`src/rtl/alu_n_bit_seq_if.sv`:
```
// ---------------------------------------------------------------------------
// alu_n_bit_seq_if
// Request/response bundle between the register-read stage, the sequential
// ALU and writeback.
//   Request  : in_valid, in_ready, ALUOp, a, b, CarryIn
//   Response : out_valid, out_ready, Result, ResultHi, CarryOut, Zero, Overflow
// master : the side that issues operations and consumes results
// slave  : the ALU itself
// ---------------------------------------------------------------------------
interface alu_n_bit_seq_if #(
  parameter int WIDTH = 6
);
  logic             in_valid;
  logic             in_ready;
  logic [3:0]       ALUOp;
  logic [WIDTH-1:0] a;
  logic [WIDTH-1:0] b;
  logic             CarryIn;
  logic             out_valid;
  logic             out_ready;
  logic [WIDTH-1:0] Result;
  logic [WIDTH-1:0] ResultHi;
  logic             CarryOut;
  logic             Zero;
  logic             Overflow;

  modport master (
    output in_valid, ALUOp, a, b, CarryIn, out_ready,
    input  in_ready, out_valid, Result, ResultHi, CarryOut, Zero, Overflow
  );

  modport slave (
    input  in_valid, ALUOp, a, b, CarryIn, out_ready,
    output in_ready, out_valid, Result, ResultHi, CarryOut, Zero, Overflow
  );
endinterface

```
`src/rtl/alu_n_bit_seq.sv`:
```
// ---------------------------------------------------------------------------
// alu_n_bit_seq
// Handshaked N-bit ALU with registered results. Logic, add/sub and
// set-less-than complete in one cycle; MUL is an unsigned shift-add
// multiplier taking WIDTH cycles and producing a 2*WIDTH-bit product.
// Only one operation is ever in flight.
// Ports:
//   clk   : rising-edge clock
//   reset : asynchronous active-high reset
//   bus   : alu_n_bit_seq_if.slave (request handshake, operands, opcode,
//           response handshake, Result/ResultHi and CarryOut/Zero/Overflow)
// ---------------------------------------------------------------------------
module alu_n_bit_seq #(
  parameter int WIDTH = 6
) (
  input  logic           clk,
  input  logic           reset,
  alu_n_bit_seq_if.slave bus
);

  localparam int CW = (WIDTH > 2) ? $clog2(WIDTH) : 1;

  localparam logic [3:0] OP_AND = 4'b0000;
  localparam logic [3:0] OP_OR  = 4'b0001;
  localparam logic [3:0] OP_ADD = 4'b0010;
  localparam logic [3:0] OP_MUL = 4'b0011;
  localparam logic [3:0] OP_SUB = 4'b0110;
  localparam logic [3:0] OP_SLT = 4'b0111;
  localparam logic [3:0] OP_NOR = 4'b1100;

  typedef enum logic [1:0] {
    S_IDLE = 2'd0,
    S_BUSY = 2'd1,
    S_DONE = 2'd2
  } state_t;

  state_t r_state;
  state_t w_state_next;

  // Multiplier datapath
  logic [CW-1:0]      r_cnt;
  logic [WIDTH-1:0]   r_mcand;
  logic [WIDTH-1:0]   r_mplier;
  logic [2*WIDTH-1:0] r_acc;

  // Result registers driving the response side
  logic [WIDTH-1:0]   r_result;
  logic [WIDTH-1:0]   r_result_hi;
  logic               r_carry;
  logic               r_zero;
  logic               r_ovf;

  logic               w_in_ready;
  logic               w_accept;
  logic               w_is_mul;
  logic [WIDTH:0]     w_sum_add;
  logic [WIDTH:0]     w_sum_sub;
  logic               w_ovf_add;
  logic               w_ovf_sub;
  logic [WIDTH-1:0]   w_alu_res;
  logic               w_alu_cout;
  logic               w_alu_ovf;
  logic               w_alu_zero;
  logic [WIDTH:0]     w_mul_upper;
  logic [2*WIDTH-1:0] w_acc_next;
  logic               w_last_step;

  // Two's-complement overflow: addends agree in sign, the sum disagrees.
  function automatic logic f_signed_ovf(input logic sign_x, input logic sign_y,
                                        input logic sign_sum);
    f_signed_ovf = (sign_x == sign_y) && (sign_sum != sign_x);
  endfunction

  assign w_in_ready = (r_state == S_IDLE) || ((r_state == S_DONE) && bus.out_ready);
  assign w_accept   = bus.in_valid && w_in_ready;
  assign w_is_mul   = (bus.ALUOp == OP_MUL);

  assign bus.in_ready  = w_in_ready;
  assign bus.out_valid = (r_state == S_DONE);
  assign bus.Result    = r_result;
  assign bus.ResultHi  = r_result_hi;
  assign bus.CarryOut  = r_carry;
  assign bus.Zero      = r_zero;
  assign bus.Overflow  = r_ovf;

  // Single-cycle ALU evaluated on the request operands.
  always_comb begin
    w_sum_add  = {1'b0, bus.a} + {1'b0, bus.b} + {{WIDTH{1'b0}}, bus.CarryIn};
    w_sum_sub  = {1'b0, bus.a} + {1'b0, ~bus.b} + {{WIDTH{1'b0}}, 1'b1};
    w_ovf_add  = f_signed_ovf(bus.a[WIDTH-1], bus.b[WIDTH-1], w_sum_add[WIDTH-1]);
    w_ovf_sub  = f_signed_ovf(bus.a[WIDTH-1], ~bus.b[WIDTH-1], w_sum_sub[WIDTH-1]);
    w_alu_res  = {WIDTH{1'b0}};
    w_alu_cout = 1'b0;
    w_alu_ovf  = 1'b0;
    case (bus.ALUOp)
      OP_AND: w_alu_res = bus.a & bus.b;
      OP_OR:  w_alu_res = bus.a | bus.b;
      OP_NOR: w_alu_res = ~(bus.a | bus.b);
      OP_ADD: begin
        w_alu_res  = w_sum_add[WIDTH-1:0];
        w_alu_cout = w_sum_add[WIDTH];
        w_alu_ovf  = w_ovf_add;
      end
      OP_SUB: begin
        w_alu_res  = w_sum_sub[WIDTH-1:0];
        w_alu_cout = w_sum_sub[WIDTH];
        w_alu_ovf  = w_ovf_sub;
      end
      // Sign of the difference corrected by overflow gives the true signed compare.
      OP_SLT: w_alu_res = {{(WIDTH-1){1'b0}}, w_sum_sub[WIDTH-1] ^ w_ovf_sub};
      default: w_alu_res = {WIDTH{1'b0}};
    endcase
    w_alu_zero = (w_alu_res == {WIDTH{1'b0}});
  end

  // One shift-add step: conditionally add the multiplicand into the upper
  // half (keeping its carry), then shift the whole accumulator right by one.
  always_comb begin
    if (r_mplier[0]) begin
      w_mul_upper = {1'b0, r_acc[2*WIDTH-1:WIDTH]} + {1'b0, r_mcand};
    end else begin
      w_mul_upper = {1'b0, r_acc[2*WIDTH-1:WIDTH]};
    end
    w_acc_next  = (2*WIDTH)'({w_mul_upper, r_acc[WIDTH-1:0]} >> 1);
    w_last_step = (r_cnt == CW'(WIDTH - 1));
  end

  // State register.
  always_ff @(posedge clk or posedge reset) begin
    if (reset) begin
      r_state <= S_IDLE;
    end else begin
      r_state <= w_state_next;
    end
  end

  // Next-state logic; DONE with out_ready behaves like IDLE for a new request.
  always_comb begin
    w_state_next = r_state;
    case (r_state)
      S_IDLE: begin
        if (w_accept) begin
          w_state_next = w_is_mul ? S_BUSY : S_DONE;
        end else begin
          w_state_next = S_IDLE;
        end
      end
      S_BUSY: begin
        if (w_last_step) begin
          w_state_next = S_DONE;
        end else begin
          w_state_next = S_BUSY;
        end
      end
      S_DONE: begin
        if (w_accept) begin
          w_state_next = w_is_mul ? S_BUSY : S_DONE;
        end else if (bus.out_ready) begin
          w_state_next = S_IDLE;
        end else begin
          w_state_next = S_DONE;
        end
      end
      default: w_state_next = S_IDLE;
    endcase
  end

  // Datapath registers: capture on accept, iterate while multiplying.
  always_ff @(posedge clk or posedge reset) begin
    if (reset) begin
      r_cnt       <= {CW{1'b0}};
      r_mcand     <= {WIDTH{1'b0}};
      r_mplier    <= {WIDTH{1'b0}};
      r_acc       <= {(2*WIDTH){1'b0}};
      r_result    <= {WIDTH{1'b0}};
      r_result_hi <= {WIDTH{1'b0}};
      r_carry     <= 1'b0;
      r_zero      <= 1'b0;
      r_ovf       <= 1'b0;
    end else if (w_accept) begin
      if (w_is_mul) begin
        r_mcand  <= bus.a;
        r_mplier <= bus.b;
        r_acc    <= {(2*WIDTH){1'b0}};
        r_cnt    <= {CW{1'b0}};
      end else begin
        r_result    <= w_alu_res;
        r_result_hi <= {WIDTH{1'b0}};
        r_carry     <= w_alu_cout;
        r_zero      <= w_alu_zero;
        r_ovf       <= w_alu_ovf;
      end
    end else if (r_state == S_BUSY) begin
      r_acc    <= w_acc_next;
      r_mplier <= {1'b0, r_mplier[WIDTH-1:1]};
      r_cnt    <= r_cnt + CW'(1);
      if (w_last_step) begin
        // Final step publishes the product straight from the step result.
        r_result    <= w_acc_next[WIDTH-1:0];
        r_result_hi <= w_acc_next[2*WIDTH-1:WIDTH];
        r_carry     <= 1'b0;
        r_ovf       <= 1'b0;
        r_zero      <= (w_acc_next == {(2*WIDTH){1'b0}});
      end else begin
        r_result <= r_result;
      end
    end else begin
      r_cnt <= r_cnt;
    end
  end

endmodule

```
`src/flat_wrapper.sv`:
```
// flat-port wrapper written by rule: the top's interface ports become plain ports
module alu_n_bit_seq_flat 
#(
  parameter int WIDTH = 6
)
  (clk, reset, bus_in_valid, bus_ALUOp, bus_a, bus_b, bus_CarryIn, bus_out_ready, bus_in_ready, bus_out_valid, bus_Result, bus_ResultHi, bus_CarryOut, bus_Zero, bus_Overflow);
  alu_n_bit_seq_if #(.WIDTH(WIDTH)) bus_i ();
  input  logic clk;
  input  logic reset;
  input wire logic [$bits(bus_i.in_valid)-1:0] bus_in_valid;
  input wire logic [$bits(bus_i.ALUOp)-1:0] bus_ALUOp;
  input wire logic [$bits(bus_i.a)-1:0] bus_a;
  input wire logic [$bits(bus_i.b)-1:0] bus_b;
  input wire logic [$bits(bus_i.CarryIn)-1:0] bus_CarryIn;
  input wire logic [$bits(bus_i.out_ready)-1:0] bus_out_ready;
  output wire logic [$bits(bus_i.in_ready)-1:0] bus_in_ready;
  output wire logic [$bits(bus_i.out_valid)-1:0] bus_out_valid;
  output wire logic [$bits(bus_i.Result)-1:0] bus_Result;
  output wire logic [$bits(bus_i.ResultHi)-1:0] bus_ResultHi;
  output wire logic [$bits(bus_i.CarryOut)-1:0] bus_CarryOut;
  output wire logic [$bits(bus_i.Zero)-1:0] bus_Zero;
  output wire logic [$bits(bus_i.Overflow)-1:0] bus_Overflow;
  assign bus_i.in_valid = bus_in_valid;
  assign bus_i.ALUOp = bus_ALUOp;
  assign bus_i.a = bus_a;
  assign bus_i.b = bus_b;
  assign bus_i.CarryIn = bus_CarryIn;
  assign bus_i.out_ready = bus_out_ready;
  assign bus_in_ready = bus_i.in_ready;
  assign bus_out_valid = bus_i.out_valid;
  assign bus_Result = bus_i.Result;
  assign bus_ResultHi = bus_i.ResultHi;
  assign bus_CarryOut = bus_i.CarryOut;
  assign bus_Zero = bus_i.Zero;
  assign bus_Overflow = bus_i.Overflow;
  alu_n_bit_seq #(.WIDTH(WIDTH)) u_core (.clk(clk), .reset(reset), .bus(bus_i));
endmodule
```
`config.mk`:
```
export PLATFORM = sky130hd
export DESIGN_NAME = alu_n_bit_seq_flat
export DESIGN_NICKNAME = d
export VERILOG_FILES = /design/src/rtl/alu_n_bit_seq_if.sv /design/src/rtl/alu_n_bit_seq.sv /design/src/flat_wrapper.sv
export SDC_FILE = /design/constraint.sdc
export NUM_CORES = 1
export LEC_CHECK = 0
export ABC_AREA = 1
export CAP_MARGIN = 25
export CORE_ASPECT_RATIO = 2
export CORE_MARGIN = 2
export CORE_UTILIZATION = 57
export CTS_CLUSTER_DIAMETER = 200
export CTS_CLUSTER_SIZE = 14
export DETAILED_ROUTE_END_ITERATION = 10
export GPL_TIMING_DRIVEN = 0
export PLACE_DENSITY = 0.93
export SYNTH_ARGS = -nofsm -noshare
export SYNTH_HDL_FRONTEND = slang
export SYNTH_SLANG_ARGS = --single-unit
export TNS_END_PERCENT = 5
```
`constraint.sdc`:
```
create_clock -name clk -period 2.2 [get_ports clk]
set_input_delay 0.33 -clock clk [delete_from_list [all_inputs] [get_ports clk]]
set_output_delay 0.33 -clock clk [all_outputs]
set_load 0.01 [all_outputs]
```
* Yosys cells after proc, flatten, opt, wreduce, memory -nomap -nowiden
Index checks and enable logic that the tools add are counted.
** Cells by class
- Equal/unequal tests :: 15
- Add/sub/neg operators :: 6
- Reductions and logical operators :: 14
- Multiplexer cells :: 37
- Bitwise operators :: 6
** Operators with widths (count)
- $mux W6 :: 11
- $mux W12 :: 3
- $pmux W6 S6 :: 1
- $add A6 B6 Y7 :: 3
- $logic_not A12 Y1 :: 1
- $not A6 Y6 :: 2
- $mux W1 :: 10
- $mux W2 :: 5
- $mux W3 :: 3
- $eq A4 B2 Y1 const B :: 2
- $eq A4 B3 Y1 const B :: 2
- $add A7 B1 Y7 :: 1
- $add A7 B1 Y7 const B :: 1
- $mux W7 :: 1
- $and A6 B6 Y6 :: 1
- $logic_not A6 Y1 :: 1
- $or A6 B6 Y6 :: 1
- $pmux W2 S3 :: 1
- $eq A4 B1 Y1 const B :: 1
- $eq A4 B4 Y1 const B :: 1
- $logic_and A1 B1 Y1 :: 4
- $logic_not A4 Y1 :: 1
- $ne A2 B2 Y1 const B :: 2
- $pmux W1 S2 :: 2
- 13 further kinds :: 17
** Storage, ports and cells
- Word-level logic and storage cells :: 88
- Output and inout port bits :: 17
- Register bits after elaboration :: 44
- Bits of input ports :: 21

* Logic depth before layout (Yosys ltp)
Gate-level depths: netlist (run 1).
- Depth after elaboration :: 10
- Gate-level depth with buffers :: 15

* Worst setup path before layout (run 1)
No wires, ideal clock.
- Path kind :: input port to flip-flop
- Start :: input bus_CarryIn
- End :: register u_core.r_zero (netlist: u_core.bus.Zero)
- Stages on the path :: 13
- Path slack :: 0.340 ns
- Buffers on the path :: 0
- Arrival :: 1.739 ns
- Cell sequence :: fa_1 -> inv_1 -> fa_1 -> inv_1 -> nand3_1 -> nand2_1 -> nor2_1 -> nand3_1 -> nor2_1 -> nand2_1 -> nor2_1 -> nand3_1 -> a21oi_1
** Between the ends
- Longest elaborated chain between the ends :: 5
** Ends and longest elaborated chain
- start, declared :: RTL line flat_wrapper.sv:14 : input wire logic [$bits(bus_i.CarryIn)-1:0] bus_CarryIn;
- $add A7 B1 Y7 :: RTL line alu_n_bit_seq.sv:88 : w_sum_add = {1'b0, bus.a} + {1'b0, bus.b} + {{WIDTH{1'b0}}, bus.CarryIn};
- $pmux W6 S6 :: RTL line alu_n_bit_seq.sv:95 : case (bus.ALUOp)
- $logic_not A6 Y1 :: RTL line alu_n_bit_seq.sv:113 : w_alu_zero = (w_alu_res == {WIDTH{1'b0}});
- $mux W1 :: RTL line alu_n_bit_seq.sv:181 : if (w_is_mul) begin
- $mux W1 :: RTL line alu_n_bit_seq.sv:180 : end else if (w_accept) begin
- end signal, assigned :: RTL line alu_n_bit_seq.sv:190 : r_zero <= w_alu_zero;
- end signal, assigned :: RTL line alu_n_bit_seq.sv:203 : r_zero <= (w_acc_next == {(2*WIDTH){1'b0}});
- end, declared :: RTL line alu_n_bit_seq.sv:50 : logic r_zero;
Every way passes these cells. The select of a mux whose other input is x is not followed.
A chain may end at the register's enable or synchronous reset.

* Worst setup path in the final report (run 1)
Ends and elaborated chain as after synthesis.

==> flow_metrics.env, run 1 <==
export IMPL_status="complete, no violations"
export IMPL_cts_tree="yes"
export IMPL_grt_pass1_vias=3164
export IMPL_h_tree_depth=2
export IMPL_crit_fanout=2
export IMPL_endpoint_kind="flop"
export IMPL_synth_warnings=0
export IMPL_antenna_found_initial=0
export IMPL_fillers=446
export IMPL_yosysSeqAreaShare=0.339
export IMPL_grt_max_degree=44
export IMPL_maxCapViolations=0
export IMPL_drc=0
export IMPL_nets=547
export IMPL_startpoint="bus_CarryIn"
export IMPL_crit_path_top_delay_cell="fa_2"
export IMPL_required_ns=2.45
export IMPL_io_buffers=37
export IMPL_grt_usage=0.291
export IMPL_tns_ns=0
export IMPL_die_area_sq_mm=0.00623
export IMPL_hold_viol=0
export IMPL_dr_pass1_iters=5
export IMPL_postSynthCellCount=448
export IMPL_cpPeakStageDelay_ns=0.51
export IMPL_power_density_mw_per_mm2=928
export IMPL_cts_buffers=5
export IMPL_crit_chain="dlygate4sd2_1, fa_2, inv_2, fa_2, inv_1, nand3_1, nand2_1, nor2_1, nand3_1, nor2_1, nand2_1, nor2_1, nand3_1, a21oi_2"
export IMPL_cp_arrival_ns=2.37
export IMPL_worst_ir_drop_vdd_mv=0.712
export IMPL_routed_wl_um=8550
export IMPL_hold_ws_ns=0.381
export IMPL_area_growth_pct=19.3
export IMPL_critical_path_class="in2reg"
export IMPL_fin_skew_ns=0.00898
export IMPL_finalSetupViolations=0
export IMPL_syn_area_sq_mm=0.00318
export IMPL_start_util=0.586
export IMPL_slew_headroom=0.417
export IMPL_finalCritPeriodShare=0.967
export IMPL_period_minus_slack_ns=2.13
export IMPL_viasPerCell=5.79
export IMPL_crit_family="simple AND/OR/NAND/NOR gates"
export IMPL_die_y_um=110
export IMPL_clockBufferDepth=2
export IMPL_place_congestion=0.985
export IMPL_root_buffer="clkbuf_8"
export IMPL_drtAntennaViolNets=0
export IMPL_start_kind="primary input"
export IMPL_ios=38
export IMPL_synth_cell_types=37
export IMPL_slew_violations=0
export IMPL_timing_fmax_mhz=470
export IMPL_clkTransAtPathRegs_ns=0.08
export IMPL_hold_path_class="in2reg"
export IMPL_insertedDiodeCount=0
export IMPL_fp_coreArea_sq_mm=0.00542
export IMPL_fin_util=0.699
export IMPL_hold_path_startpoint="bus_b[2]"
export IMPL_die_w_um=56.8
export IMPL_cts_sinks=43
export IMPL_grt_pass1_wl_um=13900
export IMPL_vias=3226
export IMPL_drt_iter0_drc=169
export IMPL_worstSkewPairLatency_ns=0.31
export IMPL_rows=38
export IMPL_rr_startpoint="u_core.r_acc[6]$_DFFE_PP0P_"
export IMPL_total_leakage_power_nw=1.98
export IMPL_syn_num_nets=499
export IMPL_avgSynthCellArea_sq_um=7.09
export IMPL_globalRoute_totalOverflow=0
export IMPL_dpl_hpwl_um=6800
export IMPL_synth_seq_cells=43
export IMPL_drive_above_1_share=0.107
export IMPL_worst_slew_pin_slew_ns=0.873
export IMPL_wl_per_cell_um=15.3
export IMPL_crit_buf_inv=3
power by group:
part	internal [mW]	switching (mW)
logic	0.712	1.04
registers	1.06	0.198
clock network	0.222	0.285
worst paths after layout:
check / end / slack, ns / depth (start not counted)
setup / recovery: u_core.bus.Zero$_DFFE_PP0P_ / 0.07 / 14
hold / removal: u_core.r_mplier[2]$_DFFE_PP0P_ / 0.38 / 3
setup reg to reg: u_core.bus.Zero$_DFFE_PP0P_ / 0.15 / 13
hold reg to reg: u_core.bus.ResultHi[1]$_DFFE_PP0P_ / 0.49 / 2
max in group asynchronous: u_core.r_mcand[2]$_DFFE_PP0P_ / 1.13 / 2
min in group asynchronous: u_core.r_cnt[0]$_DFFE_PP0P_ / 0.51 / 2
cell type report:
class,count,area (sq um),area share
timing repair buffer,41,392,0.103
tap,60,75.1,0.0198
multi-input combinational,330,1860,0.490
clock inverter,2,12.5,0.00330
clock buffer,6,72.6,0.0191
buffer,8,47.5,0.0125
sequential,43,1080,0.284
inverter,67,256,0.0677
worst reg2reg max path: stages, from the launching register on:
cell	delay [ns]
dfrtp_1	0.40
ha_1	0.27
fa_2	0.44
inv_1	0.07
nand2_1	0.06
nand2_1	0.09
nand2_1	0.05
nor2_1	0.08
nand3_1	0.07
nor2_1	0.11
nand3_1	0.07
nor2_1	0.09
nor2_1	0.06
a21oi_2	0.13
stage by stage:
| step | instances | setup slack [ns] | power, mW | area, sq um |
|---|---|---|---|---|
| floorplan | 448 | 0.340 | 2.35 | 3180 |
| global placement | 545 | -0.386 | 2.86 | 3620 |
| detailed placement | 545 | -0.462 | 2.94 | 3620 |
| CTS | 556 | 0.00607 | 3.46 | 3750 |
| global route | 557 | -0.0520 | 3.77 | 3790 |
| finish | 557 | 0.0731 | 3.52 | 3790 |
routing by layer:
| metal | up-vias | track usage | wire length, um |
|---|---|---|---|
| li1 | 1530 | - | - |
| met1 | 1517 | 0.268 | 2860 |
| met2 | 132 | 0.551 | 4750 |
| met3 | 47 | 0.0341 | 350 |
| met4 | 0 | 0.241 | 588 |
| met5 | - | 0 | 0 |
Yosys cell counts:
master,n,share of area
xnor2_1,1,0.0028
nor3_4,1,0.0051
a21oi_2,1,0.0028
o2111ai_1,1,0.0028
fa_1,4,0.025
clkbuf_1,3,0.0035
nor2_4,1,0.0035
nand3b_1,5,0.012
xor2_1,1,0.0028
inv_2,4,0.0047
a22o_1,2,0.0055
nor2_1,49,0.058
o21ai_0,19,0.030
buf_2,3,0.0047
inv_4,2,0.0039
ha_1,26,0.10
nor2_8,1,0.0063
buf_6,1,0.0035
o211ai_2,1,0.0039
nor2_2,3,0.0059
nand2_1,131,0.15
nand3_1,35,0.055
o22ai_1,3,0.0059
nand2_2,2,0.0039
o211ai_1,2,0.0047
dfrtp_1,43,0.34
buf_4,1,0.0024
a21oi_1,16,0.025
o31ai_1,1,0.0024
o221ai_1,1,0.0028
nand2_4,1,0.0035
inv_1,61,0.072
o21ai_1,10,0.016
nand4_1,3,0.0059
a32o_1,1,0.0031
nor3_1,2,0.0031
a31oi_1,6,0.012
logic make-up after synthesis:
kind of cell / after synthesis / synth area share
buf+inv: 75 / 0.0949
simple gates: 234 / 0.317
flops: 43 / 0.339
xor+xnor: 2 / 0.00551
fa+ha+maj: 30 / 0.128
compound gates: 64 / 0.117
layout by cell type, fill, tap and decap left out, types with 8 or more instances in the layout:
master,Yosys,final
inv_2,4,9
o21ai_1,10,10
o21ai_0,19,19
inv_1,61,56
nand3_1,35,34
clkdlybuf4s50_1,0,30
nor2_1,49,44
a21oi_1,16,15
nand2_1,131,131
nor2_2,3,8
dfrtp_1,43,43
ha_1,26,24
flip-flops by register name (all words and copies together) (netlist names):
name                 flops
u_core.bus.Overflow      1
u_core.bus.Zero          1
u_core.bus.CarryOut      1
u_core.r_state           2
u_core.bus.ResultHi      6
u_core.r_cnt             3
u_core.r_mplier          6
u_core.r_mcand           6
u_core.r_acc            11
u_core.bus.Result        6
timing repair:
| item | in CTS | in global routing |
|---|---|---|
| hold buffers | 0 | 0 |
| buffers inserted | 3 | 1 |
| gates cloned | 0 | 0 |
| resized for setup | 15 | 15 |
| pin swaps | 9 | 3 |
| setup endpoints to repair | 2 | 6 |
(Power assumes the default switching activity.)
==> run 2, diff against run 1 <==
Settings changed: CELL_PAD_IN_SITES_DETAIL_PLACEMENT set to 1, CELL_PAD_IN_SITES_GLOBAL_PLACEMENT set to 1, CORE_MARGIN 2 to 1, CORE_UTILIZATION 57 to 41.
==> run 2 against run 1 <==
Sequential cell count unchanged. Via count increased by 1.2%. Fmax increased by 0.24%. First-iteration DRC count increased by 31%. Design area increased by 4.6%. Clock power increased by 44%. Critical endpoint unchanged. Highest routed layer unchanged.
==> flow_metrics.env, run 2 (same netlist as run 1, synthesis figures left out) <==
export IMPL_status="complete, no violations"
export IMPL_fin_skew_ns=0.00615
export IMPL_cts_hold_buf=0
export IMPL_rrSetupSlack_ns=0.09
export IMPL_hold_path_class="in2async"
export IMPL_place_congestion=0.917
export IMPL_nets=552
export IMPL_globalRoute_totalOverflow=0
export IMPL_area_growth_pct=24.8
export IMPL_crit_path_top_delay_cell="fa_1"
export IMPL_drtAntennaViolNets=0
export IMPL_dp_cells=580
export IMPL_required_ns=2.42
export IMPL_power_density_mw_per_mm2=991
export IMPL_antenna_found_initial=0
export IMPL_root_buffer="clkbuf_16"
export IMPL_regArea_sq_mm=0.00108
export IMPL_worst_slew_pin_slew_ns=0.537
export IMPL_grt_pass1_wl_um=17600
export IMPL_total_leakage_power_nw=2.04
export IMPL_clockBufferDepth=2
export IMPL_cts_tree="yes"
export IMPL_drt_iter0_drc=222
export IMPL_slew_violations=0
export IMPL_start_kind="primary input"
export IMPL_top_register="u_core.r_acc"
export IMPL_crit_fanout=3
export IMPL_cpPeakStageDelay_ns=0.49
export IMPL_ios=38
export IMPL_dpl_hpwl_um=8540
export IMPL_fp_coreArea_sq_mm=0.00754
export IMPL_layout_commonest_cell="nand2_1"
export IMPL_insertedDiodeCount=0
export IMPL_vias=3264
export IMPL_fillers=1021
export IMPL_viasPerCell=5.48
export IMPL_h_tree_depth=2
export IMPL_hold_ws_ns=0.376
export IMPL_cp_arrival_ns=2.34
export IMPL_grt_max_degree=44
export IMPL_routed_wl_um=11200
export IMPL_die_area_sq_mm=0.00813
export IMPL_cts_sinks=43
export IMPL_cts_buffers=5
export IMPL_ff2ff_path_depth=13
export IMPL_rr_endpoint="u_core.bus.Zero$_DFFE_PP0P_"
export IMPL_critical_path_class="in2reg"
export IMPL_rsz0062_at_grt="yes"
export IMPL_crit_chain="clkdlybuf4s15_1, fa_2, inv_1, fa_1, inv_1, nand3_1, nand2_1, nor2_2, nand3_2, nor2_2, nand2_1, nor2_1, nand3_1, a21oi_2"
export IMPL_io_buffers=37
export IMPL_endpoint_kind="flop"
export IMPL_grt_pass1_vias=3664
export IMPL_maxCapViolations=0
export IMPL_power_mw=3.93
export IMPL_largest_reg_flops=11
export IMPL_worst_ir_drop_vdd_mv=0.354
export IMPL_finalSetupViolations=0
export IMPL_die_w_um=64.3
export IMPL_multiInputGateArea_sq_mm=0.00188
export IMPL_drive_above_1_share=0.127
export IMPL_period_minus_slack_ns=2.12
export IMPL_start_util=0.421
export IMPL_instances_no_fill=596
export IMPL_hold_viol=0
export IMPL_finalCritPeriodShare=0.964
export IMPL_rr_startpoint="u_core.r_acc[6]$_DFFE_PP0P_"
export IMPL_grt_usage=0.286
export IMPL_clkTransAtPathRegs_ns=0.06
export IMPL_dr_pass1_iters=4
export IMPL_timing_fmax_mhz=471
export IMPL_wl_per_cell_um=18.7
export IMPL_rows=45
export IMPL_die_y_um=127
export IMPL_final_cell_mix="130 x nand2_1, 55 x inv_1, 43 x nor2_1, 43 x dfrtp_1, 32 x nand3_1"
export IMPL_worstSkewPairLatency_ns=0.29
export IMPL_drc=0
export IMPL_slew_headroom=0.642
==> run 2: cell count changes in the layout (fill, tap and decap cells not counted), moves of 2 or more <==
cell	delta
a21oi_1	-2
a21oi_2	+2
buf_4	+4
clkbuf_16	+5
nand3_2	+2
nand3_1	-2
clkbuf_8	-5
==> run 2: power by group <==
part           leakage, nW  internal (mW)  switching (mW)  total (mW)
combinational         1.42          0.747            1.16        1.91
clock               0.0669          0.419           0.312       0.731
sequential           0.553           1.06           0.226        1.29
==> run 2: worst max-delay path, delay by kind of cell <==
kind,cells,cell delay (ns)
AOI/OAI and AO/OA,1,0.15
adders and majority gates,2,0.71
buffers and inverters,3,0.35
and+or+nand+nor,8,0.80
==> run 2: metrics by stage <==
stage	TNS, ns	cell area, sq um	worst slack [ns]	util
after floorplan	0	3180	0.340	-
after global placement	-3.23	3670	-0.427	0.486
after detailed placement	-2.68	3690	-0.541	0.489
after CTS	0	3880	0.00255	0.515
after global routing	-0.265	3970	-0.121	0.526
final	0	3970	0.0783	0.526
==> run 2: how the worst max path moves through the flow <==
stage                 start                          endpoint  slack [ns]  cells past startpoint
2_1_floorplan   bus_CarryIn       u_core.bus.Zero$_DFFE_PP0P_        0.34                     13
3_3_place_gp       bus_b[0]       u_core.bus.Zero$_DFFE_PP0P_       -0.43                     14
3_5_place_dp       bus_b[0]       u_core.bus.Zero$_DFFE_PP0P_       -0.54                     14
4_1_cts            bus_b[0]       u_core.bus.Zero$_DFFE_PP0P_       0.003                     14
5_1_grt        bus_ALUOp[1]  u_core.bus.Result[3]$_DFFE_PP0P_       -0.12                     11
6_report           bus_a[0]       u_core.bus.Zero$_DFFE_PP0P_        0.08                     14
==> run 2: layer usage <==
| metal | track usage | up-vias | share of wire |
|---|---|---|---|
| met5 | 0 | - | 0 |
| met4 | 0.210 | 0 | 0.078 |
| met3 | 0.0288 | 52 | 0.020 |
| met2 | 0.567 | 87 | 0.58 |
| met1 | 0.249 | 1593 | 0.32 |
| li1 | - | 1532 | - |
==> run 2: layout make-up <==
type                       instances  share of cell area
buffer                             8              0.0120
clock buffer                       6              0.0325
clock inverter                     2             0.00315
inverter                          67              0.0647
multi-input combinational        330               0.474
sequential                        43               0.271
tap                               94              0.0297
timing repair buffer              46               0.112
==> run 2: timing repair <==
action / CTS / global route
setup buffers: 4 / 4
gates resized for setup: 21 / 17
endpoints found under the hold margin: 0 / 0
pin swaps: 6 / 7
endpoints found under the setup margin: 5 / 6
